==> src/rtl/bcd_time_counter.sv <==
// bcd_time_counter: 1 Hz prescaler driving a 24-hour BCD HH:MM:SS count with set pulses and display mux
module bcd_time_counter #(
  parameter int TICKS_PER_SEC = 100_000_000
) (
  input  logic        clk,
  input  logic        reset,
  input  logic        run,
  input  logic        inc_min,
  input  logic        inc_hr,
  input  logic        disp_sel,
  output logic [15:0] bcd,
  output logic        sec_tick,
  output logic        colon
);
  localparam int PW = $clog2(TICKS_PER_SEC);
  localparam logic [PW-1:0] LAST = PW'(TICKS_PER_SEC - 1);
  localparam logic [PW-1:0] HALF = PW'(TICKS_PER_SEC / 2);
  logic [PW-1:0] prescaler;
  logic [3:0] s_lo, s_hi, m_lo, m_hi, h_lo, h_hi;
  logic [3:0] s_lo_n, s_hi_n, m_lo_n, m_hi_n, h_lo_n, h_hi_n;
  logic tick, inc, sec_step, sec_wrap, min_wrap, min_step, hr_step, day_wrap;
  always_comb begin
    tick = run && prescaler == LAST;
    inc = inc_min | inc_hr;
    // a set pulse swallows a coincident tick entirely
    sec_step = tick & ~inc;
    sec_wrap = s_hi == 4'd5 && s_lo == 4'd9;
    min_wrap = m_hi == 4'd5 && m_lo == 4'd9;
    day_wrap = h_hi == 4'd2 && h_lo == 4'd3;
    min_step = inc_min | (sec_step & sec_wrap);
    hr_step = inc_hr | (sec_step & sec_wrap & min_wrap);
    s_lo_n = inc_min ? 4'd0 : sec_step ? (s_lo == 4'd9 ? 4'd0 : s_lo + 4'd1) : s_lo;
    s_hi_n = inc_min ? 4'd0 : (sec_step && s_lo == 4'd9) ? (s_hi == 4'd5 ? 4'd0 : s_hi + 4'd1) : s_hi;
    m_lo_n = min_step ? (m_lo == 4'd9 ? 4'd0 : m_lo + 4'd1) : m_lo;
    m_hi_n = (min_step && m_lo == 4'd9) ? (m_hi == 4'd5 ? 4'd0 : m_hi + 4'd1) : m_hi;
    h_lo_n = hr_step ? ((h_lo == 4'd9 || day_wrap) ? 4'd0 : h_lo + 4'd1) : h_lo;
    h_hi_n = hr_step ? (day_wrap ? 4'd0 : h_lo == 4'd9 ? h_hi + 4'd1 : h_hi) : h_hi;
    bcd = disp_sel ? {m_hi, m_lo, s_hi, s_lo} : {h_hi, h_lo, m_hi, m_lo};
    colon = ~run | (prescaler < HALF);
  end
  always_ff @(posedge clk) begin
    if (reset) begin
      prescaler <= '0;
      sec_tick <= 1'b0;
      {s_lo, s_hi, m_lo, m_hi, h_lo, h_hi} <= '0;
    end else begin
      prescaler <= (!run || tick) ? '0 : prescaler + 1'b1;
      sec_tick <= sec_step;
      {s_lo, s_hi, m_lo, m_hi, h_lo, h_hi} <= {s_lo_n, s_hi_n, m_lo_n, m_hi_n, h_lo_n, h_hi_n};
    end
  end
endmodule

==> config.mk <==
export PLATFORM = sky130hd
export DESIGN_NAME = bcd_time_counter
export DESIGN_NICKNAME = d
export VERILOG_FILES = /design/src/rtl/bcd_time_counter.sv
export SDC_FILE = /design/constraint.sdc
export NUM_CORES = 1
export LEC_CHECK = 0
export ABC_AREA = 1
export BUFFER_PORTS_ARGS = -buffer_cell sky130_fd_sc_hd__buf_4
export CAP_MARGIN = 5
export CORE_MARGIN = 1.5
export CORE_UTILIZATION = 50
export CTS_CLUSTER_DIAMETER = 100
export DETAILED_ROUTE_END_ITERATION = 7
export HOLD_SLACK_MARGIN = 0.1
export PLACE_DENSITY = 0.8
export SYNTH_ARGS = -nofsm -noshare
export SYNTH_HDL_FRONTEND = slang
export SYNTH_SLANG_ARGS = --single-unit
==> constraint.sdc <==
create_clock -name clk -period 3.1 [get_ports clk]
set_input_delay 0.465 -clock clk [delete_from_list [all_inputs] [get_ports clk]]
set_output_delay 0.465 -clock clk [all_outputs]
set_load 0.005 [all_outputs]
Yosys cells after proc, flatten, opt, wreduce, memory -nomap -nowiden
Index checks and enable logic that the tools add are counted.

Register bits after elaboration: 52. Input port bits: 6. Output and inout port bits: 18. Word-level logic and storage cells: 54.

$add $sub $neg: 7. Magnitude comparators: 1. Equal/unequal tests: 8. Multiplexer cells: 8. Bitwise operators: 9. Reductions and logical operators: 13.

Operators by type and width (count): two-way mux 4 bit (7); adder 27 x 1 -> 27 bit, second input constant (1); equality test 27 bit, second input constant (1); less-than comparator 27 x 26 -> 1 bit, second input constant (1); adder 4 x 1 -> 4 bit, second input constant (6); two-way mux 16 bit (1); equality test 4 bit, second input constant (3); equality test 4 x 2 -> 1 bit, second input constant (2); equality test 4 x 3 -> 1 bit, second input constant (2); logical AND 1 bit (6); bitwise OR 1 bit (4); OR reduction 2 bit (2); bitwise AND 1 bit (3); logical OR 1 bit (2); NOT 1 bit (2); AND reduction 2 bit (1); nonzero test 2 bit (1); logical NOT 1 bit (1).

Longest topological paths before layout
Gate-level depths: netlist of run 1.

Depth after elaboration: 7. Mapped depth: 13. Mapped depth without buffers: 13.

Worst setup path after synthesis of run 1
Ideal clock, no wire load.

Path kind: register to register. Start: reg prescaler[0]. End: reg h_hi[0]. Library setup time: 0.113 ns. Data arrival time: 1.521 ns. Required time: 2.987 ns. Setup slack: 1.466 ns. Stages on the path, launching flop included: 13. Buffers on the path: 0. Clock period less this slack: 1.634 ns. Path through: dfxtp_1 -> ha_1 -> nand2_1 -> inv_2 -> nand2_1 -> nor2_4 -> nand2_2 -> nor2_8 -> nand4_4 -> nand2_4 -> nand2_4 -> nor2_1 -> nor2_1.

Cells in the longest elaborated chain, start to end: 7.

RTL lines: from (decl) (RTL line 18) `logic [PW-1:0] prescaler;`; from (signal assigned) (RTL line 47) `prescaler <= (!run || tick) ? '0 : prescaler + 1'b1;`; equality test 27 bit (RTL line 23) `tick = run && prescaler == LAST;`; logical AND 1 bit (RTL line 23); bitwise AND 1 bit (RTL line 26) `sec_step = tick & ~inc;`; bitwise AND 1 bit (2 in series) (RTL line 31) `hr_step = inc_hr | (sec_step & sec_wrap & min_wrap);`; bitwise OR 1 bit (RTL line 31); AND reduction 2 bit (no line); to (signal assigned) (RTL line 49) `{s_lo, s_hi, m_lo, m_hi, h_lo, h_hi} <= {s_lo_n, s_hi_n, m_lo_n, m_hi_n, h_lo_n, h_hi_n};`; to (decl) (RTL line 19) `logic [3:0] s_lo, s_hi, m_lo, m_hi, h_lo, h_hi;`.

No other way between the ends. A chain may end at the register's enable or synchronous reset.

Worst setup path after layout of run 1
Start: reg prescaler[13]. End: out colon.

Cells in the longest elaborated chain, start to end: 2.

RTL lines: less-than comparator 27 x 26 -> 1 bit (RTL line 39) `colon = ~run | (prescaler < HALF);`; bitwise OR 1 bit (RTL line 39); to (decl) (RTL line 13) `output logic colon`.

No other way between the ends.

==> impl_metrics.env, run 1 <==
export IMPL_die_width_um=81.2
export IMPL_synth_area_top_cells="dfxtp_1 (34%), nand2_1 (13%), nor2_1 (8.7%)"
export IMPL_async_reset_ff_frac=0
export IMPL_row_count=28
export IMPL_antenna_found_initial=0
export IMPL_end_kind="output port"
export IMPL_timing_hold_ws_ps=410
export IMPL_synth_edf_count=0
export IMPL_clk_path_buf_depth=2
export IMPL_min_from="reset"
export IMPL_hold_violations=0
export IMPL_hold_path_class="input pin to register"
export IMPL_worstPathMaxFanout=7
export IMPL_ir_worst_vdd_v=0.000228
export IMPL_gr_total_overflow=0
export IMPL_drt_iter0_markers=187
export IMPL_synthFlopType="dfxtp_1"
export IMPL_setup_tns_ps=0
export IMPL_firstDrtPassIters=5
export IMPL_drc=0
export IMPL_synth_area_sq_mm=0.00306
export IMPL_startpoint_type="register"
export IMPL_worstMarginPinSlew_ps=582
export IMPL_dp_hpwl_mm=5.35
export IMPL_postRouteAntennaNets=0
export IMPL_fillers=560
export IMPL_ys_ff_latch=52
export IMPL_fin_crit_sh=0.680
export IMPL_cp_arrival_ps=1640
export IMPL_nets=507
export IMPL_yosysSeqAreaShare=0.341
export IMPL_postCtsHoldBufs=0
export IMPL_fp_coreArea_sq_mm=0.00592
export IMPL_place_gp_congestion=0.898
export IMPL_htreeDepth=2
export IMPL_max_slew_margin=0.608
export IMPL_timing_rr_start="prescaler[0]$_SDFF_PP0_"
export IMPL_area_growth_pct=10.3
export IMPL_power_density_mw_per_mm2=340
export IMPL_antenna_cells=0
export IMPL_path_class="register to output port"
export IMPL_clock_sinks=52
export IMPL_yosys_warnings=0
export IMPL_vias_per_cell=5.23
export IMPL_die_h_um=81.2
export IMPL_clkLatencyLatePin_ps=310
export IMPL_path_clk_slew_ps=100
export IMPL_synth_cell_types=34
export IMPL_drive_above_1_share=0.109
export IMPL_p_leak_nw=1.36
export IMPL_maxCapViolCount=0
export IMPL_rsz0062_at_grt="false"
export IMPL_setup_violations=0
export IMPL_grt_pass1_wl_mm=11.7
export IMPL_skew_ps=21.1
export IMPL_grt_total_usage=0.221
export IMPL_yosysTopAreaCellShare=0.341
export IMPL_syn_inst=475
export IMPL_cts_root_buf="clkbuf_8"
export IMPL_fin_crit_ps=2110
export IMPL_ctsResizeCount=0
export IMPL_crit_path_start="prescaler[13]$_SDFF_PP0_"
export IMPL_io_buffers=23
export IMPL_grt_max_degree=33
export IMPL_ioPinCount=24
export IMPL_die_area_sq_mm=0.00659
export IMPL_tritoncts="yes"
export IMPL_crit_required_ps=2630
export IMPL_grt_pass1_vias=2744
export IMPL_cts_setup_buffers=0
export IMPL_syn_area_per_cell_sq_um=6.43
export IMPL_report_final_slew_viol_count=0
export IMPL_route_vias_total=2985
export IMPL_max_freq_mhz=474
export IMPL_synth_area_leader_cell="dfxtp_1"
export IMPL_initial_utilization=0.516
export IMPL_synth_nets=486
export IMPL_status="complete, no violations"
export IMPL_avgRoutedWirePerCell_um=12.1
export IMPL_wl_mm=6.89
export IMPL_cts_buffers=5
layout by cell type (no fill, tap or decap), types with 2 or more instances in the layout:
cell / Yosys / routed
nand2_1: 105 / 105
nor2_1: 71 / 71
inv_1: 65 / 65
dfxtp_1: 52 / 52
nand3_1: 39 / 39
o21ai_0: 26 / 26
a21oi_1: 24 / 24
buf_4: 1 / 23
nor3_1: 15 / 15
nand4_1: 12 / 12
xor2_1: 7 / 7
clkbuf_8: 0 / 6
nor2_2: 5 / 5
inv_2: 5 / 5
nor4_1: 5 / 5
xnor2_1: 5 / 5
ha_1: 5 / 5
nand2_2: 4 / 4
nor3b_1: 4 / 4
or2_2: 2 / 2
o21ai_1: 2 / 2
nand2_4: 2 / 2
power breakdown:
part	leakage [nW]	internal (W)	switching, W
Clock	0.0473	0.000179	0.000225
Combinational	0.896	0.0000215	0.0000414
Sequential	0.420	0.000673	0.00000634
Total	1.36	0.000874	0.000272
metrics by stage:
step / setup slack [ps] / utilization / total power (W) / instance area, sq um / instances
after global routing: 873 / 0.569 / 0.00119 / 3370 / 571
after global placement: 1280 / 0.554 / 0.000756 / 3280 / 564
final: 991 / 0.569 / 0.00115 / 3370 / 571
after detailed placement: 1190 / 0.554 / 0.000758 / 3280 / 564
after floorplan: 1470 / - / 0.000736 / 3060 / 475
after CTS: 999 / 0.569 / 0.00115 / 3370 / 571
kinds of logic (layout without fill, tap and decap cells):
kind of cell,count (synthesis),count (layout),share of synthesized area
compound gates,55,55,0.0921
xor+xnor,12,12,0.0344
fa+ha+maj,5,5,0.0205
buf+inv,79,100,0.0999
flops,52,52,0.341
simple gates,272,272,0.412
Yosys cell counts, drive strengths merged (7+ instances only):
cell	number
a21oi	24
xor2	7
o21ai	28
nand4	13
inv	70
dfxtp	52
nor2	78
nand2	111
nor3	17
nand3	40
registers in the layout, summed over array words and instances (netlist names):
name       count
prescaler     27
h_lo           4
s_lo           4
s_hi           4
h_hi           4
sec_tick       1
m_lo           4
m_hi           4
metal layers:
layer,track usage,share of wire,vias to the layer above
met5,0,0,-
met4,0.0707,0.016,0
met3,0.0461,0.047,15
met2,0.378,0.47,75
met1,0.276,0.47,1334
li1,-,-,1561
final cells by class:
type,count,area (sq um),area share
Sequential cell,52,1040,0.309
Multi-Input combinational cell,344,1710,0.507
Timing Repair Buffer,23,173,0.0512
Tap cell,75,93.8,0.0278
Clock inverter,1,8.76,0.00260
Clock buffer,6,82.6,0.0245
Inverter,70,263,0.0780
critical path, stage by stage, from the launching register on:
cell	delay, ps
dfxtp_1	470
nand2_1	170
nor3_1	190
nand2_1	70
nand2_1	50
nand4_1	70
o211ai_1	100
nand2_1	70
buf_4	130
final timing paths:
kind	to	slack (ps)	cells past startpoint
min	m_lo[3]$_SDFFE_PP0P_	410	2
max reg2reg	prescaler[20]$_SDFF_PP0_	1110	10
min reg2reg	prescaler[0]$_SDFF_PP0_	450	1
max	colon	990	8
(Power assumes the default switching activity.)
==> run 2: changes to the inputs <==
Settings changed: ABC_AREA 1 to 0, PLACE_DENSITY 0.8 to 0.83.
Clock period 3.1 ns to 1.7 ns, I/O delays scaled along.
==> run 2 against run 1 <==
The flow now finishes with violations (negative setup slack). Total power up 87%. Via count is 2.9% lower. Largest power group unchanged. Synthesized area shrank 9.1%. First-iteration DRC count fell by 3.7%. Clock power rose by 79%. Critical path type is now register to register. Sequential share of layout area shrank 4.0 points. Combinational power increased to 3.0 times the previous value. Largest cell class unchanged. Worst setup slack worse by 1700 ps. Die area decreased by 8.8%. Critical endpoint is now h_hi[1]$_SDFFE_PP0P_.
==> impl_metrics.env, run 2 <==
export IMPL_path_class="register to register"
export IMPL_largest_register="prescaler"
export IMPL_drive_above_1_share=0.366
export IMPL_end_kind="register"
export IMPL_stdcell_count=505
export IMPL_wl_mm=8.02
export IMPL_grt_total_usage=0.272
export IMPL_critPathBufInv=0
export IMPL_path_clk_slew_ps=90
export IMPL_p_leak_nw=1.55
export IMPL_hold_path_class="input pin to register"
export IMPL_crit_required_ps=1940
export IMPL_fin_crit_sh=1.42
export IMPL_startpoint_type="register"
export IMPL_synth_top_family_by_area="simple AND/OR/NAND/NOR gates"
export IMPL_min_to="h_lo[0]$_SDFFE_PP0P_"
export IMPL_antenna_cells=0
export IMPL_setup_violations=53
export IMPL_power_density_mw_per_mm2=553
export IMPL_mostFrequentLayoutCell="buf_4"
export IMPL_cpPeakStageDelay_ps=530
export IMPL_grt_max_degree=24
export IMPL_status="complete, but fails checks"
export IMPL_postCtsHoldBufs=0
export IMPL_die_h_um=77.5
export IMPL_drc=0
export IMPL_tritoncts="yes"
export IMPL_ioPinCount=24
export IMPL_worstPathMaxFanout=7
export IMPL_synth_area_top_cells="dfxtp_1 (37%), nor2_1 (6.2%), xor2_1 (5.0%)"
export IMPL_drt_iter0_markers=180
export IMPL_final_util=0.742
export IMPL_cts_root_buf="clkbuf_8"
export IMPL_route_vias_total=2898
export IMPL_nets=445
export IMPL_postRouteAntennaNets=0
export IMPL_synth_mux_area_frac=0.0441
export IMPL_synth_fa_ha_area_frac=0.0225
export IMPL_violations="negative setup slack"
export IMPL_synthFlopType="dfxtp_1"
export IMPL_grt_pass1_wl_mm=13.2
export IMPL_synth_common_cells="dfxtp_1 (52), nor2_1 (46), a21oi_1 (21), nand2_1 (20), o21ai_0 (20)"
export IMPL_cpMaxStageDelayCell="or4_4"
export IMPL_synth_cell_types=50
export IMPL_synth_xor_area_frac=0.0946
export IMPL_max_slew_margin=0.723
export IMPL_synth_edf_count=0
export IMPL_report_final_slew_viol_count=0
export IMPL_cp_arrival_ps=2660
export IMPL_io_buffers=23
export IMPL_timing_hold_ws_ps=297
export IMPL_dp_hpwl_mm=5.44
export IMPL_vias_per_cell=5.74
export IMPL_area_growth_pct=39.8
export IMPL_fin_crit_ps=2420
export IMPL_antenna_found_initial=0
export IMPL_dp_cells=490
export IMPL_syn_area_per_cell_sq_um=8.32
export IMPL_skew_ps=7.56
export IMPL_timing_rr_start="prescaler[10]$_SDFF_PP0_"
export IMPL_worst_slack_ps=-717
export IMPL_min_from="reset"
export IMPL_synth_area_sq_mm=0.00278
export IMPL_regToRegEndpoint="h_hi[1]$_SDFFE_PP0P_"
export IMPL_clk_path_buf_depth=2
export IMPL_hold_violations=0
export IMPL_synthSimpleGateAreaFrac=0.295
export IMPL_hold_path_depth=2
export IMPL_crit_top_cell="or4_4"
export IMPL_gr_total_overflow=0
export IMPL_cts_buffers=5
export IMPL_clkLatencyLatePin_ps=300
export IMPL_rr_worst_depth=5
export IMPL_firstDrtPassIters=5
export IMPL_maxCapViolCount=0
export IMPL_row_count=26
export IMPL_syn_inst=334
export IMPL_reg2reg_slack_ps=-720
export IMPL_yosysTopAreaCellShare=0.375
export IMPL_htreeDepth=2
export IMPL_initial_utilization=0.530
export IMPL_die_area_sq_mm=0.00601
export IMPL_final_cell_mix="buf_4 (100), dfxtp_1 (50), nor2_1 (43)"
export IMPL_synth_compound_area_frac=0.120
export IMPL_largest_reg_flops=27
export IMPL_max_freq_mhz=414
export IMPL_yosys_warnings=0
export IMPL_fp_coreArea_sq_mm=0.00524
export IMPL_synth_most_common_cell="dfxtp_1"
export IMPL_rsz0062_at_grt="true"
export IMPL_ir_worst_vdd_v=0.000375
export IMPL_async_reset_ff_frac=0
export IMPL_synth_area_leader_cell="dfxtp_1"
export IMPL_place_gp_congestion=0.913
export IMPL_clock_sinks=52
export IMPL_grt_pass1_vias=2853
export IMPL_cp_top_family="simple AND/OR/NAND/NOR gates"
export IMPL_synth_nets=345
export IMPL_worstMarginPinSlew_ps=411
export IMPL_yosysSeqAreaShare=0.375
export IMPL_path_cells="or4_4 > or4_4 > o31a_1 > or4_1 > a21oi_1"
export IMPL_die_width_um=77.5
export IMPL_avgRoutedWirePerCell_um=15.9
export IMPL_ys_ff_latch=52
-- run 2: cell types whose count changed after synthesis, sizes merged, moves of 11 or more --
cell | previous run | this run
inv | 70 | 17
nand2 | 111 | 20
or4 | 0 | 11
nor2 | 78 | 46
nand3 | 40 | 14
nor3 | 17 | 6
-- run 2: timing repair --
item,in CTS,in global routing
pin swaps,12,16
setup endpoints to repair,53,53
cloned,1,0
resized for setup,13,18
setup buffers,2,5
-- run 2: worst max-delay path by stage --
| stage | from | slack, ps | endpoint | depth (start not counted) |
|---|---|---|---|---|
| detailed placement | inc_hr | -800 | h_hi[1]$_SDFFE_PP0P_ | 6 |
| global placement | inc_hr | -770 | h_hi[1]$_SDFFE_PP0P_ | 6 |
| finish | prescaler[10]$_SDFF_PP0_ | -720 | h_hi[1]$_SDFFE_PP0P_ | 5 |
| global route | prescaler[10]$_SDFF_PP0_ | -780 | h_hi[1]$_SDFFE_PP0P_ | 5 |
| CTS | prescaler[10]$_SDFF_PP0_ | -720 | h_hi[1]$_SDFFE_PP0P_ | 5 |
| floorplan | prescaler[10]$_SDFF_PP0_ | -670 | prescaler[10]$_SDFF_PP0_ | 7 |
-- run 2: power breakdown --
group          internal [W]  switching, W  leakage [nW]  total, W
logic             0.0000908      0.000100          1.08  0.000191
registers           0.00123    0.00000745         0.421   0.00124
clock network      0.000326      0.000397        0.0510  0.000723
total               0.00164      0.000504          1.55   0.00215
-- run 2: final cells by class --
type / instances / area [sq um]
Inverter: 17 / 63.8
Timing Repair Buffer: 107 / 830
Sequential cell: 52 / 1040
Multi-Input combinational cell: 251 / 1770
Tap cell: 70 / 87.6
Clock inverter: 2 / 10.0
Fill cell: 347 / 1350
Clock buffer: 6 / 82.6
-- run 2: per-stage QoR --
stage               setup WS, ps  area, sq um  TNS (ps)  power, W
floorplan                   -674         2890    -29040   0.00135
global placement            -773         3600    -33900   0.00142
detailed placement          -799         3600    -35250   0.00142
CTS                         -724         3780    -29930   0.00214
global route                -782         3880    -33150   0.00223
finish                      -717         3880    -29930   0.00215
-- run 2: kinds of logic (layout without fill, tap and decap cells) --
group,Yosys count,after routing
and+or+nand+nor,148,149
buffers and inverters,32,132
adders and majority gates,5,5
muxes,11,11
AOI/OAI and AO/OA,56,56
DFF,52,52
xor gates and xnor gates,30,30
-- run 2: metal layers --
layer  up-vias  part of all wire  routed length, um  global-route usage
met4         0             0.026                208               0.102
met1      1366              0.42               3360               0.339
li1       1384                 -                  -                   -
met5         -                 0                  0                   0
met2       121              0.50               4000               0.466
met3        27             0.057                460              0.0471
